===== config.mk =====
export PLATFORM = sky130hd
export DESIGN_NAME = pc_fetch_unit
export DESIGN_NICKNAME = d
export VERILOG_FILES = /design/src/rtl/cpu_pkg.sv /design/src/rtl/pc_fetch_unit.sv
export SDC_FILE = /design/constraint.sdc
export NUM_CORES = 1
export LEC_CHECK = 0
export ABC_AREA = 0
export BUFFER_PORTS_ARGS = -buffer_cell sky130_fd_sc_hd__buf_2
export CAP_MARGIN = 15
export CORE_MARGIN = 1.5
export CORE_UTILIZATION = 48
export CTS_BUF_LIST = sky130_fd_sc_hd__clkbuf_4 sky130_fd_sc_hd__clkbuf_8
export CTS_CLUSTER_DIAMETER = 60
export DETAILED_ROUTE_END_ITERATION = 7
export PLACE_DENSITY = 0.86
export SLEW_MARGIN = 20
export SYNTH_ARGS = -nofsm -noshare
export SYNTH_HDL_FRONTEND = slang
export SYNTH_SLANG_ARGS = --single-unit

===== constraint.sdc =====
create_clock -name clk -period 2.56 [get_ports clk]
set_input_delay 0.512 -clock clk [delete_from_list [all_inputs] [get_ports clk]]
set_output_delay 0.512 -clock clk [all_outputs]
set_load 0.01 [all_outputs]

===== src/rtl/cpu_pkg.sv =====
// Shared core definitions: fetch FSM states, reset vector, NOP encoding.
package cpu_pkg;

  localparam int          XLEN             = 32;
  localparam logic [31:0] RESET_PC_DEFAULT = 32'h8000_0000;
  localparam logic [31:0] INST_NOP         = 32'h0000_0013; // addi x0, x0, 0

  typedef enum logic [2:0] {
    FS_REQ  = 3'd0,
    FS_WAIT = 3'd1,
    FS_HOLD = 3'd2,
    FS_EXEC = 3'd3,
    FS_HALT = 3'd4
  } fetch_state_e;

endpackage


===== src/rtl/pc_fetch_unit.sv =====
// Instruction fetch stage: owns the architectural PC, fetches one word per
// instruction over a valid/ready channel and hands it to decode.
module pc_fetch_unit
  import cpu_pkg::*;
#(
  parameter logic [31:0] RESET_PC = RESET_PC_DEFAULT
) (
  input  logic        clk,
  input  logic        rst,
  input  logic [31:0] next_pc,
  input  logic        pc_update,
  output logic        imem_req_valid,
  output logic [31:0] imem_req_addr,
  input  logic        imem_req_ready,
  input  logic        imem_rsp_valid,
  input  logic [31:0] imem_rsp_data,
  output logic        inst_valid,
  output logic [31:0] inst,
  output logic [31:0] inst_pc,
  input  logic        inst_ready,
  output logic [31:0] pc,
  output logic        misaligned,
  output logic [31:0] fetch_count
);

  fetch_state_e    state;
  logic [XLEN-1:0] pc_q;
  logic [XLEN-1:0] inst_q;
  logic [XLEN-1:0] inst_pc_q;
  logic            misaligned_q;
  logic [XLEN-1:0] fetch_cnt_q;

  // Handshake outputs are decoded from state only, so no input reaches an
  // output combinationally.
  assign imem_req_valid = (state == FS_REQ);
  assign imem_req_addr  = pc_q;
  assign inst_valid     = (state == FS_HOLD);
  assign inst           = inst_q;
  assign inst_pc        = inst_pc_q;
  assign pc             = pc_q;
  assign misaligned     = misaligned_q;
  assign fetch_count    = fetch_cnt_q;

  // Fetch FSM with PC, captured instruction, sticky fault flag and counter.
  // Responses outside WAIT (including late ones from before a reset, or a
  // same-cycle response in REQ) fall through the case and are dropped.
  always_ff @(posedge clk) begin
    if (rst) begin
      state        <= FS_REQ;
      pc_q         <= RESET_PC;
      inst_q       <= INST_NOP;
      inst_pc_q    <= RESET_PC;
      misaligned_q <= 1'b0;
      fetch_cnt_q  <= '0;
    end else begin
      case (state)
        FS_REQ: begin
          if (imem_req_ready) state <= FS_WAIT;
        end
        FS_WAIT: begin
          if (imem_rsp_valid) begin
            inst_q    <= imem_rsp_data;
            inst_pc_q <= pc_q;
            state     <= FS_HOLD;
          end
        end
        FS_HOLD: begin
          if (inst_ready) begin
            fetch_cnt_q <= fetch_cnt_q + 32'd1;
            state       <= FS_EXEC;
          end
        end
        FS_EXEC: begin
          // PC only moves here, so the PC mux sees a constant Pc all instruction.
          if (pc_update) begin
            if (next_pc[1:0] == 2'b00) begin
              pc_q  <= next_pc;
              state <= FS_REQ;
            end else begin
              misaligned_q <= 1'b1;
              state        <= FS_HALT;
            end
          end
        end
        FS_HALT: state <= FS_HALT;
        default: state <= FS_HALT;
      endcase
    end
  end

endmodule

==> qor.csv, run 1 <==
stage,metric,value,unit
global_routing,initial antenna violation count,0,
global_routing,GRT Total Usage,23.4,%
floorplanning,io pins,233,
clock_network,clock transition at the registers of the reported paths,80,ps
clock_network,Resized Gates After CTS,0,
run_status,outcome,"complete, no violations",
clock_network,total CTS buffers,17,
routing,Pre-Repair DR Iteration Count,4,
flow_run,max-cap violations,0,
floorplanning,die area,11500,µm²
routing,routed wl met2,6930,µm
layout,Final Non-Filler Cells,985,
sta,final cycle utilization of the critical path,84.5,%
yosys,Synthesized Nets,721,
sta,f_max,0.462,GHz
power,Leakage,2.87,nW
routing,wl on met1,5890,µm
yosys,Cell variety after synth,36,
clock_network,CTS HTree Levels,4,
placement,# placed instances,953,
yosys,fraction of registers with async set/reset,0,%
clock_network,root buffer cell,clkbuf_8,
routing,final wirelength,13800,µm
yosys,Post-synth EDFFs,0,
routing,routed len/inst,14.0,µm
sta,slew margin rel.,73.9,%
sta,setup TNS,0,ps
floorplanning,Site Rows,37,
global_routing,vias in the first global route,4508,
placement,Final GP Congestion,0.762,
worst_setup_path,Critical Path RT,2900,ps
power,pwr/cell area,610,nW/µm²
worst_setup_path,"Arr. time, crit path",2510,ps
layout,synthesis-to-finish area growth,26.5,%
yosys,mean area per synthesized cell,8.04,µm²
yosys,synth warn,0,
layout,n_diodes,0,
layout,most frequent cells in the layout,"buf_2, nand2_1, dfxtp_1",
worst_setup_path,startpoint types,flop,
floorplanning,core box area,10500,µm²
layout,final instance area,6610,µm²
sta,Worst-Margin Slew,382,ps
floorplanning,die width,107,µm
routing,via/cell ratio,5.09,
layout,layout cell share with drive strength beyond 1,33.0,%
yosys,Post-Syn Instances,650,
global_routing,largest net degree at the start of global routing,55,
clock_network,CTS Hold Buffers Added,0,
yosys,"FF+latch count, synth",132,
sta,Final setup violation count,0,
clock_network,later-pin clock latency in the skew report,420,ps
placement,IO buf count,232,
sta,final hold vios,0,
yosys,Synth Cell Area,5230,µm²
layout,nets,907,
routing,Top Layer Used,met4,
routing,Final ANT Viol Nets,0,
layout,"most common cell after layout, fill and taps aside",buf_2,
clock_network,Clock Tree Buf Depth,2,
sta,WHS,298,ps
power,Max VDD drop,488,µV
worst_setup_path,Crit Path Class,reg2reg,
routing,Vias,5009,
placement,DP HPWL,9620,µm
placement,"Cell Area, Placed",6230,µm²
sta,Clock Skews,14.9,ps
sta,Final min period,2160,ps
global_routing,first-pass GRT wire length,21300,µm
yosys,register area share after synthesis,50.6,%
floorplanning,die height,107,µm
hold_path,HP Class,in2reg,
sta,max-slew violations,0,
clock_network,CTS tree,built,
global_routing,grt total ovfl,0,
routing,routed wl met3,729,µm
routing,DRT iter0 DRCs,239,
layout,final core utilization,63.2,%
clock_network,Sink Count,132,
floorplanning,Starting Density,49.9,%
worst_setup_path,"Max FO, Critical Path",8,
sta,RSZ-0062 raised after global routing,false,
yosys,Most used DFF post-synth,dfxtp_1,
clock_network,post-CTS setup buffers,0,
worst_setup_path,CP endpoint kind,flop,
routing,DR DRC count,0,
[cell type report]
| class | count | area [µm²] |
|---|---|---|
| Clock buffer | 19 | 249 |
| Clock inverter | 13 | 125 |
| Fill cell | 963 | 3850 |
| Inverter | 8 | 30.0 |
| Multi-Input combinational cell | 433 | 2130 |
| Sequential cell | 132 | 2640 |
| Tap cell | 136 | 170 |
| Timing Repair Buffer | 244 | 1270 |
[power by group]
part	internal, W	switching [W]
Combinational	0.000104	0.000160
Sequential	0.00208	0.0000236
Clock	0.000803	0.000854
Total	0.00299	0.00104
[final timing paths]
check | start | slack [ps] | endpoint | depth (start not counted)
worst min register to register | misaligned | 450 | misaligned | 2
worst max register to register | fetch_count[0] | 400 | fetch_count[28] | 5
worst max-delay path | fetch_count[0] | 400 | fetch_count[28] | 5
worst min-delay path | imem_rsp_data[0] | 300 | inst[0] | 3
[cell usage after synthesis, types with 4 or more instances]
cell / number / area (µm²)
xnor2_1: 10 / 87.6
o31ai_1: 9 / 67.6
or4_1: 11 / 82.6
or3_1: 11 / 68.8
nand3b_1: 5 / 37.5
a21oi_1: 111 / 556
clkbuf_1: 35 / 131
o21ai_1: 10 / 50.1
buf_4: 33 / 248
dfxtp_1: 132 / 2640
and4_1: 4 / 35.0
nor2_1: 15 / 56.3
nand2_1: 199 / 747
nor4_1: 4 / 25.0
nand3_1: 11 / 55.1
nand4_1: 8 / 50.1
buf_2: 4 / 20.0
nor3_1: 6 / 30.0
inv_1: 8 / 30.0
[per-stage QoR]
step           power (W)  setup WS [ps]
2_1_floorplan    0.00230            516
3_3_place_gp     0.00241            500
3_5_place_dp     0.00242            423
4_1_cts          0.00406            417
5_1_grt          0.00419            213
6_report         0.00403            397
[metal layers]
metal / global-route usage [%] / vias to the layer above
met5: 0 / -
li1: - / 2514
met1: 28.0 / 2329
met2: 40.5 / 147
met3: 6.84 / 19
met4: 7.42 / 0
[worst max-delay path, stage by stage, from the launching register on]
cell,delay (ps)
dfxtp_1,420
ha_1,250
nand4bb_4,150
or4_1,670
or4_1,440
a21oi_1,150
[sequential cells by signal, summed over array words and instances, names as in the netlist]
signal	cells
misaligned	1
inst_pc	32
inst	32
state	3
imem_req_addr	32
fetch_count	32
[kinds of logic after synthesis]
kind of cell	Yosys count	synth area share [%]
simple gates	284	24.7
mux	1	0.192
flops	132	50.6
xor+xnor	11	1.84
compound gates	136	13.6
fa+ha+maj	1	0.239
buf+inv	85	8.86
Power figures use the tool's default switching activity.
==> run 2: changes to the inputs <==
--- a/config.mk
+++ b/config.mk
@@ -9,11 +9,11 @@
 export BUFFER_PORTS_ARGS = -buffer_cell sky130_fd_sc_hd__buf_2
 export CAP_MARGIN = 15
 export CORE_MARGIN = 1.5
-export CORE_UTILIZATION = 48
+export CORE_UTILIZATION = 44
 export CTS_BUF_LIST = sky130_fd_sc_hd__clkbuf_4 sky130_fd_sc_hd__clkbuf_8
 export CTS_CLUSTER_DIAMETER = 60
 export DETAILED_ROUTE_END_ITERATION = 7
-export PLACE_DENSITY = 0.86
+export PLACE_DENSITY = 0.83
 export SLEW_MARGIN = 20
 export SYNTH_ARGS = -nofsm -noshare
 export SYNTH_HDL_FRONTEND = slang
==> constraint.sdc (replaced) <==
create_clock -name clk -period 1.9 [get_ports clk]
set_input_delay 0.38 -clock clk [delete_from_list [all_inputs] [get_ports clk]]
set_output_delay 0.38 -clock clk [all_outputs]
set_load 0.01 [all_outputs]
==> run 2 against run 1 <==
Compared with the run above:
- the flow now finishes with violations (design-rule violations, negative setup slack)
- maximum frequency grew 12%
- non-clock buffer count grew 25
- global-route usage shrank 0.53 points
- cell count grew 3.2%
- combinational power grew 48%
- clock power grew 52%
- clock skew shrank 5.7 ps
- sequential power grew 34%
- critical endpoint is now fetch_count[25]
- largest cell class unchanged
==> qor.csv, run 2 (synthesized netlist as in run 1, its figures left out) <==
stage,metric,value,unit
run_status,outcome,"finished, violations left",
run_status,failing checks,"design-rule violations, negative setup slack",
sta,Final min period,1930,ps
worst_setup_path,Critical Path RT,2270,ps
layout,most frequent cells in the layout,"buf_2, nand2_1, dfxtp_1",
placement,Final GP Congestion,0.805,
worst_setup_path,Crit Path Class,reg2reg,
sta,Final setup violation count,3,
global_routing,initial antenna violation count,0,
sta,final hold vios,0,
power,Max VDD drop,683,µV
worst_setup_path,reg2reg start,fetch_count[10],
floorplanning,die area,12500,µm²
layout,"most common cell after layout, fill and taps aside",buf_2,
sta,Worst-Margin Slew,650,ps
routing,DRT iter0 DRCs,357,
routing,Final ANT Viol Nets,0,
global_routing,GRT Total Usage,22.9,%
floorplanning,die width,112,µm
worst_setup_path,startpoint types,flop,
layout,Final Non-Filler Cells,1017,
power,switching part of the total,23.4,%
power,logic gate share of total power,6.8,%
routing,Vias,5187,
routing,final wirelength,14700,µm
sta,final cycle utilization of the critical path,102,%
sta,slew margin rel.,56.7,%
power,Seq pwr share,49.3,%
worst_setup_path,R2R Setup Slk,-30,ps
clock_network,Clock Tree Buf Depth,2,
sta,RSZ-0062 raised after global routing,true,
global_routing,first-pass GRT wire length,22800,µm
clock_network,CTS HTree Levels,4,
power,pwr/cell area,824,nW/µm²
power,Clock power frac,43.9,%
clock_network,Sink Count,132,
worst_setup_path,CP endpoint kind,flop,
layout,layout cell share with drive strength beyond 1,37.1,%
layout,synthesis-to-finish area growth,33.6,%
power,P_sw,0.00135,W
worst_setup_path,"Arr. time, crit path",2300,ps
sta,final worst slack,-33.0,ps
layout,nets,933,
placement,DP HPWL,10100,µm
routing,routed len/inst,14.5,µm
clock_network,CTS tree,built,
layout,n_diodes,0,
hold_path,Worst Hold End,imem_req_addr[31],
global_routing,largest net degree at the start of global routing,65,
hold_path,HP Class,in2reg,
routing,DR DRC count,28,
clock_network,later-pin clock latency in the skew report,440,ps
sta,WHS,145,ps
clock_network,root buffer cell,clkbuf_8,
layout,# fillers,1014,
routing,Pre-Repair DR Iteration Count,7,
clock_network,total CTS buffers,17,
placement,# placed instances,979,
floorplanning,Site Rows,39,
floorplanning,Starting Density,45.4,%
global_routing,grt total ovfl,0,
worst_setup_path,"Max FO, Critical Path",8,
power,Pint,0.00441,W
power,Leakage,3.06,nW
global_routing,vias in the first global route,4570,
flow_run,max-cap violations,0,
sta,Clock Skews,9.25,ps
placement,IO buf count,232,
clock_network,CTS Hold Buffers Added,0,
floorplanning,die height,112,µm
worst_setup_path,worst r2r dst,fetch_count[25],
routing,via/cell ratio,5.10,
sta,f_max,0.517,GHz
sta,max-slew violations,0,
floorplanning,io pins,233,
hold_path,worst hold path depth,3,
clock_network,clock transition at the registers of the reported paths,80,ps
worst_setup_path,Reg2Reg Depth,4,
floorplanning,core box area,11500,µm²
hold_path,hold path start,next_pc[31],
[run 2: worst max-delay path, cell delays in order, from the launching register on]
cell	delay (ps)
dfxtp_2	340
nand4_1	210
or4_4	670
or4_1	520
a21oi_1	130
[run 2: routing by layer]
layer	up-vias	GRT usage, %	share of wire [%]	routed length (µm)
met5	-	0	0	0
met4	0	9.28	1.7	244
met3	23	6.21	7.0	1040
met2	186	39.2	50	7370
met1	2405	27.4	41	6080
li1	2573	-	-	-
[run 2: worst max-delay path by stage]
stage,endpoint,cells after the start,from,slack (ps)
global route,fetch_count[25],4,fetch_count[5],-140
CTS,fetch_count[31],4,state[0],-10
finish,fetch_count[25],4,fetch_count[10],-30
floorplan,fetch_count[23],5,fetch_count[7],20
detailed placement,fetch_count[31],5,inst_ready,-80
global placement,fetch_count[31],5,inst_ready,-2
[run 2: area by class of cell]
| type | instances | area [µm²] | share of cell area, % |
|---|---|---|---|
| multi-input cells | 434 | 2170 | 31.2 |
| well taps | 143 | 179 | 2.56 |
| repair buffers | 269 | 1510 | 21.6 |
| clock buffers | 18 | 241 | 3.46 |
| clock inverters | 13 | 184 | 2.64 |
| inverters | 8 | 30.0 | 0.430 |
| flip-flops and latches | 132 | 2660 | 38.1 |
[run 2: stage by stage]
stage	utilization (%)	cell area [µm²]	total power (W)	setup WS (ps)	TNS (ps)
3_3_place_gp	56.1	6460	0.00328	-2.27	-2.27
3_5_place_dp	56.1	6460	0.00329	-76.0	-220
6_report	60.6	6980	0.00575	-33.0	-84.5
5_1_grt	60.6	6980	0.00595	-136	-716
4_1_cts	59.8	6890	0.00580	-12.3	-28.4
2_1_floorplan	-	5260	0.00309	22.2	0
[run 2: timing repair]
| item | in CTS | in global routing |
|---|---|---|
| gates resized for setup | 1 | 13 |
| endpoints found under the setup margin | 5 | 16 |
| buffers inserted | 0 | 6 |
| cloned | 0 | 1 |
| hold endpoints to repair | 0 | 0 |
| pin swaps | 1 | 11 |
[run 2: power groups by stage]
stage               clock network, W  logic (W)  registers (W)
CTS                          0.00257   0.000390        0.00283
global placement                   0   0.000386        0.00289
finish                       0.00253   0.000392        0.00283
detailed placement                 0   0.000389        0.00290
floorplan                          0   0.000180        0.00291
global route                 0.00269   0.000427        0.00284
==> run 3: changes to the inputs <==
--- a/config.mk
+++ b/config.mk
@@ -5,14 +5,15 @@
 export SDC_FILE = /design/constraint.sdc
 export NUM_CORES = 1
 export LEC_CHECK = 0
-export ABC_AREA = 0
+export ABC_AREA = 1
 export BUFFER_PORTS_ARGS = -buffer_cell sky130_fd_sc_hd__buf_2
 export CAP_MARGIN = 15
 export CORE_MARGIN = 1.5
-export CORE_UTILIZATION = 44
+export CORE_UTILIZATION = 45
 export CTS_BUF_LIST = sky130_fd_sc_hd__clkbuf_4 sky130_fd_sc_hd__clkbuf_8
 export CTS_CLUSTER_DIAMETER = 60
 export DETAILED_ROUTE_END_ITERATION = 7
+export GPL_ROUTABILITY_DRIVEN = 0
 export PLACE_DENSITY = 0.83
 export SLEW_MARGIN = 20
 export SYNTH_ARGS = -nofsm -noshare
==> run 3 against run 2 <==
Compared with the run above:
- the run now ends clean
- routed wire length is 2.6% higher
- synthesized cell count grew 20%
- via count up 8.9%
- maximum frequency increased by 13%
- flip-flop and latch count unchanged
- first-iteration DRC count up 31%
- register-to-register slack better by 330 ps
- global-route usage fell by 0.56 points
- power up 35%
- design area increased by 3.8%
- combinational power increased to 4.4 times the previous value
- synthesized area grew 8.9%
- largest cell class unchanged
- largest power group unchanged
==> qor.csv, run 3 <==
stage,metric,value,unit
routing,DRT iter0 DRCs,466,
clock_network,CTS tree,built,
yosys,Post-Synth Adder-Cell Area,0.220,%
clock_network,Clock Tree Buf Depth,2,
layout,most frequent cells in the layout,"buf_2, nor2_1, dfxtp_1",
layout,layout cell share with drive strength beyond 1,31.3,%
floorplanning,die area,13300,µm²
sta,final worst slack,196,ps
routing,Pre-Repair DR Iteration Count,4,
sta,Worst-Margin Slew,360,ps
global_routing,first-pass GRT wire length,23400,µm
worst_setup_path,Crit Path Class,reg2out,
yosys,dominant cell by count in the synthesized netlist,nor2_1,
layout,multi-input combinational cell area,2430,µm²
yosys,main combinational cell family by area after synthesis,simple AND/OR/NAND/NOR gates,
power,Leakage,3.71,nW
yosys,"top cells by area, synth","dfxtp_1, nor2_1, o21ai_0",
sta,Clock Skews,12.1,ps
worst_setup_path,startpoint types,flop,
yosys,"FF+latch count, synth",132,
worst_setup_path,"Arr. time, crit path",1320,ps
yosys,cell accounting for the most synthesized area,dfxtp_1,
yosys,Post-Syn Instances,781,
hold_path,HP Class,in2reg,
sta,setup TNS,0,ps
clock_network,Sink Count,132,
sta,f_max,0.587,GHz
floorplanning,die width,115,µm
floorplanning,die height,115,µm
worst_setup_path,Critical Path RT,1520,ps
layout,synthesis-to-finish area growth,27.3,%
routing,routed len/inst,13.1,µm
routing,via/cell ratio,4.89,
worst_setup_path,CP max-delay cell,dfxtp_1,
floorplanning,Site Rows,40,
worst_setup_path,"Max FO, Critical Path",5,
yosys,post-synth top area share,46.4,%
clock_network,CTS HTree Levels,4,
yosys,Post-Synth Simple-Gate Area,32.1,%
floorplanning,io pins,233,
global_routing,initial antenna violation count,1,
yosys,Synth Cell Area,5690,µm²
layout,# fillers,1118,
floorplanning,core box area,12200,µm²
power,Max VDD drop,676,µV
clock_network,clock transition at the registers of the reported paths,80,ps
worst_setup_path,max incr delay on CP,370,ps
global_routing,GRT Total Usage,22.3,%
floorplanning,Starting Density,46.8,%
yosys,Post-synth EDFFs,0,
clock_network,later-pin clock latency in the skew report,440,ps
global_routing,vias in the first global route,4964,
global_routing,grt total ovfl,0,
flow_run,max-cap violations,0,
sta,slew margin rel.,76.0,%
run_status,outcome,"complete, no violations",
placement,pre-CTS worst setup slack,245,ps
yosys,fraction of registers with async set/reset,0,%
clock_network,Resized Gates After CTS,0,
power,pwr/cell area,1070,nW/µm²
sta,final hold vios,0,
worst_setup_path,CP bufs+invs,1,
worst_setup_path,"delay-heaviest family, CP",flip-flops,
routing,final wirelength,15100,µm
placement,DP HPWL,10800,µm
yosys,mean area per synthesized cell,7.28,µm²
sta,RSZ-0062 raised after global routing,false,
yosys,post-synthesis mux area share,0,%
sta,final cycle utilization of the critical path,89.7,%
yosys,synth warn,0,
layout,"most common cell after layout, fill and taps aside",buf_2,
sta,Final setup violation count,0,
yosys,Synthesized Nets,852,
clock_network,post-CTS setup buffers,0,
routing,Final ANT Viol Nets,0,
yosys,Cell variety after synth,31,
clock_network,total CTS buffers,17,
yosys,register area share after synthesis,46.4,%
sta,Final min period,1700,ps
routing,Vias,5648,
global_routing,largest net degree at the start of global routing,65,
yosys,Synth Area in XOR/XNOR,0.154,%
worst_setup_path,CP cell instances,"nor3_1, buf_2",
layout,nets,1046,
yosys,Synth Area in Compound Gates,10.2,%
yosys,most instantiated cells after synthesis,"nor2_1, dfxtp_1, o21ai_0",
yosys,Most used DFF post-synth,dfxtp_1,
clock_network,CTS Hold Buffers Added,0,
worst_setup_path,CP endpoint kind,output pin,
layout,Register Area,2640,µm²
layout,n_diodes,0,
clock_network,root buffer cell,clkbuf_8,
routing,DR DRC count,0,
sta,max-slew violations,0,
placement,IO buf count,232,
==> run 3: changes by cell type after synthesis, sizes merged, moves of 22 or more <==
cell and change:
nor2 +236, a21oi -96, inv +44, o21ai +86
nand2 -97, clkbuf -22
==> run 3: metal layers <==
metal	up-vias	part of all wire (%)	GRT usage, %
li1	2838	-	-
met1	2573	44	28.5
met2	215	48	35.7
met3	22	7.2	6.54
met4	0	1.5	8.97
met5	-	0	0
==> run 3: per-stage QoR <==
stage	cells	hold slack [ps]	cell area, µm²	utilization, %	total power (W)
floorplan	781	474	5690	-	0.00449
global placement	1124	433	6800	55.9	0.00513
detailed placement	1124	443	6800	55.9	0.00517
CTS	1156	114	7240	59.6	0.00782
global route	1156	138	7240	59.6	0.00821
finish	1156	148	7240	59.6	0.00775
==> run 3: worst min-delay path, stage by stage <==
cell     delay, ps
buf_2           70
nand2_1         40
nand3_1         60
==> run 3: kinds of logic (layout without fill, tap and decap cells) <==
family	after synthesis	count (layout)
and+or+nand+nor	411	411
DFF	132	132
xor gates and xnor gates	1	1
adders and majority gates	1	1
AOI/OAI and AO/OA	115	115
buffers and inverters	121	328
==> run 3: path summary, 6_finish.rpt <==
kind,from,end,slack [ps],cells after the start
worst max register to register,fetch_count[0],fetch_count[20],300,8
worst max-delay path,state[2],imem_req_valid,200,2
worst min register to register,misaligned,misaligned,450,2
worst min-delay path,imem_rsp_data[0],inst[0],150,3
==> run 3: layout make-up <==
class / count / share of cell area, %
Multi-Input combinational cell: 528 / 33.5
Sequential cell: 132 / 36.5
Timing Repair Buffer: 242 / 18.1
Tap cell: 168 / 2.90
Clock inverter: 13 / 2.76
Clock buffer: 19 / 3.44
Inverter: 54 / 2.80
==> run 3: where the power goes <==
group	total, W	internal [W]	switching (W)
Clock	0.00264	0.00149	0.00116
Combinational	0.00174	0.000649	0.00109
Sequential	0.00337	0.00316	0.000218
Total	0.00775	0.00529	0.00246
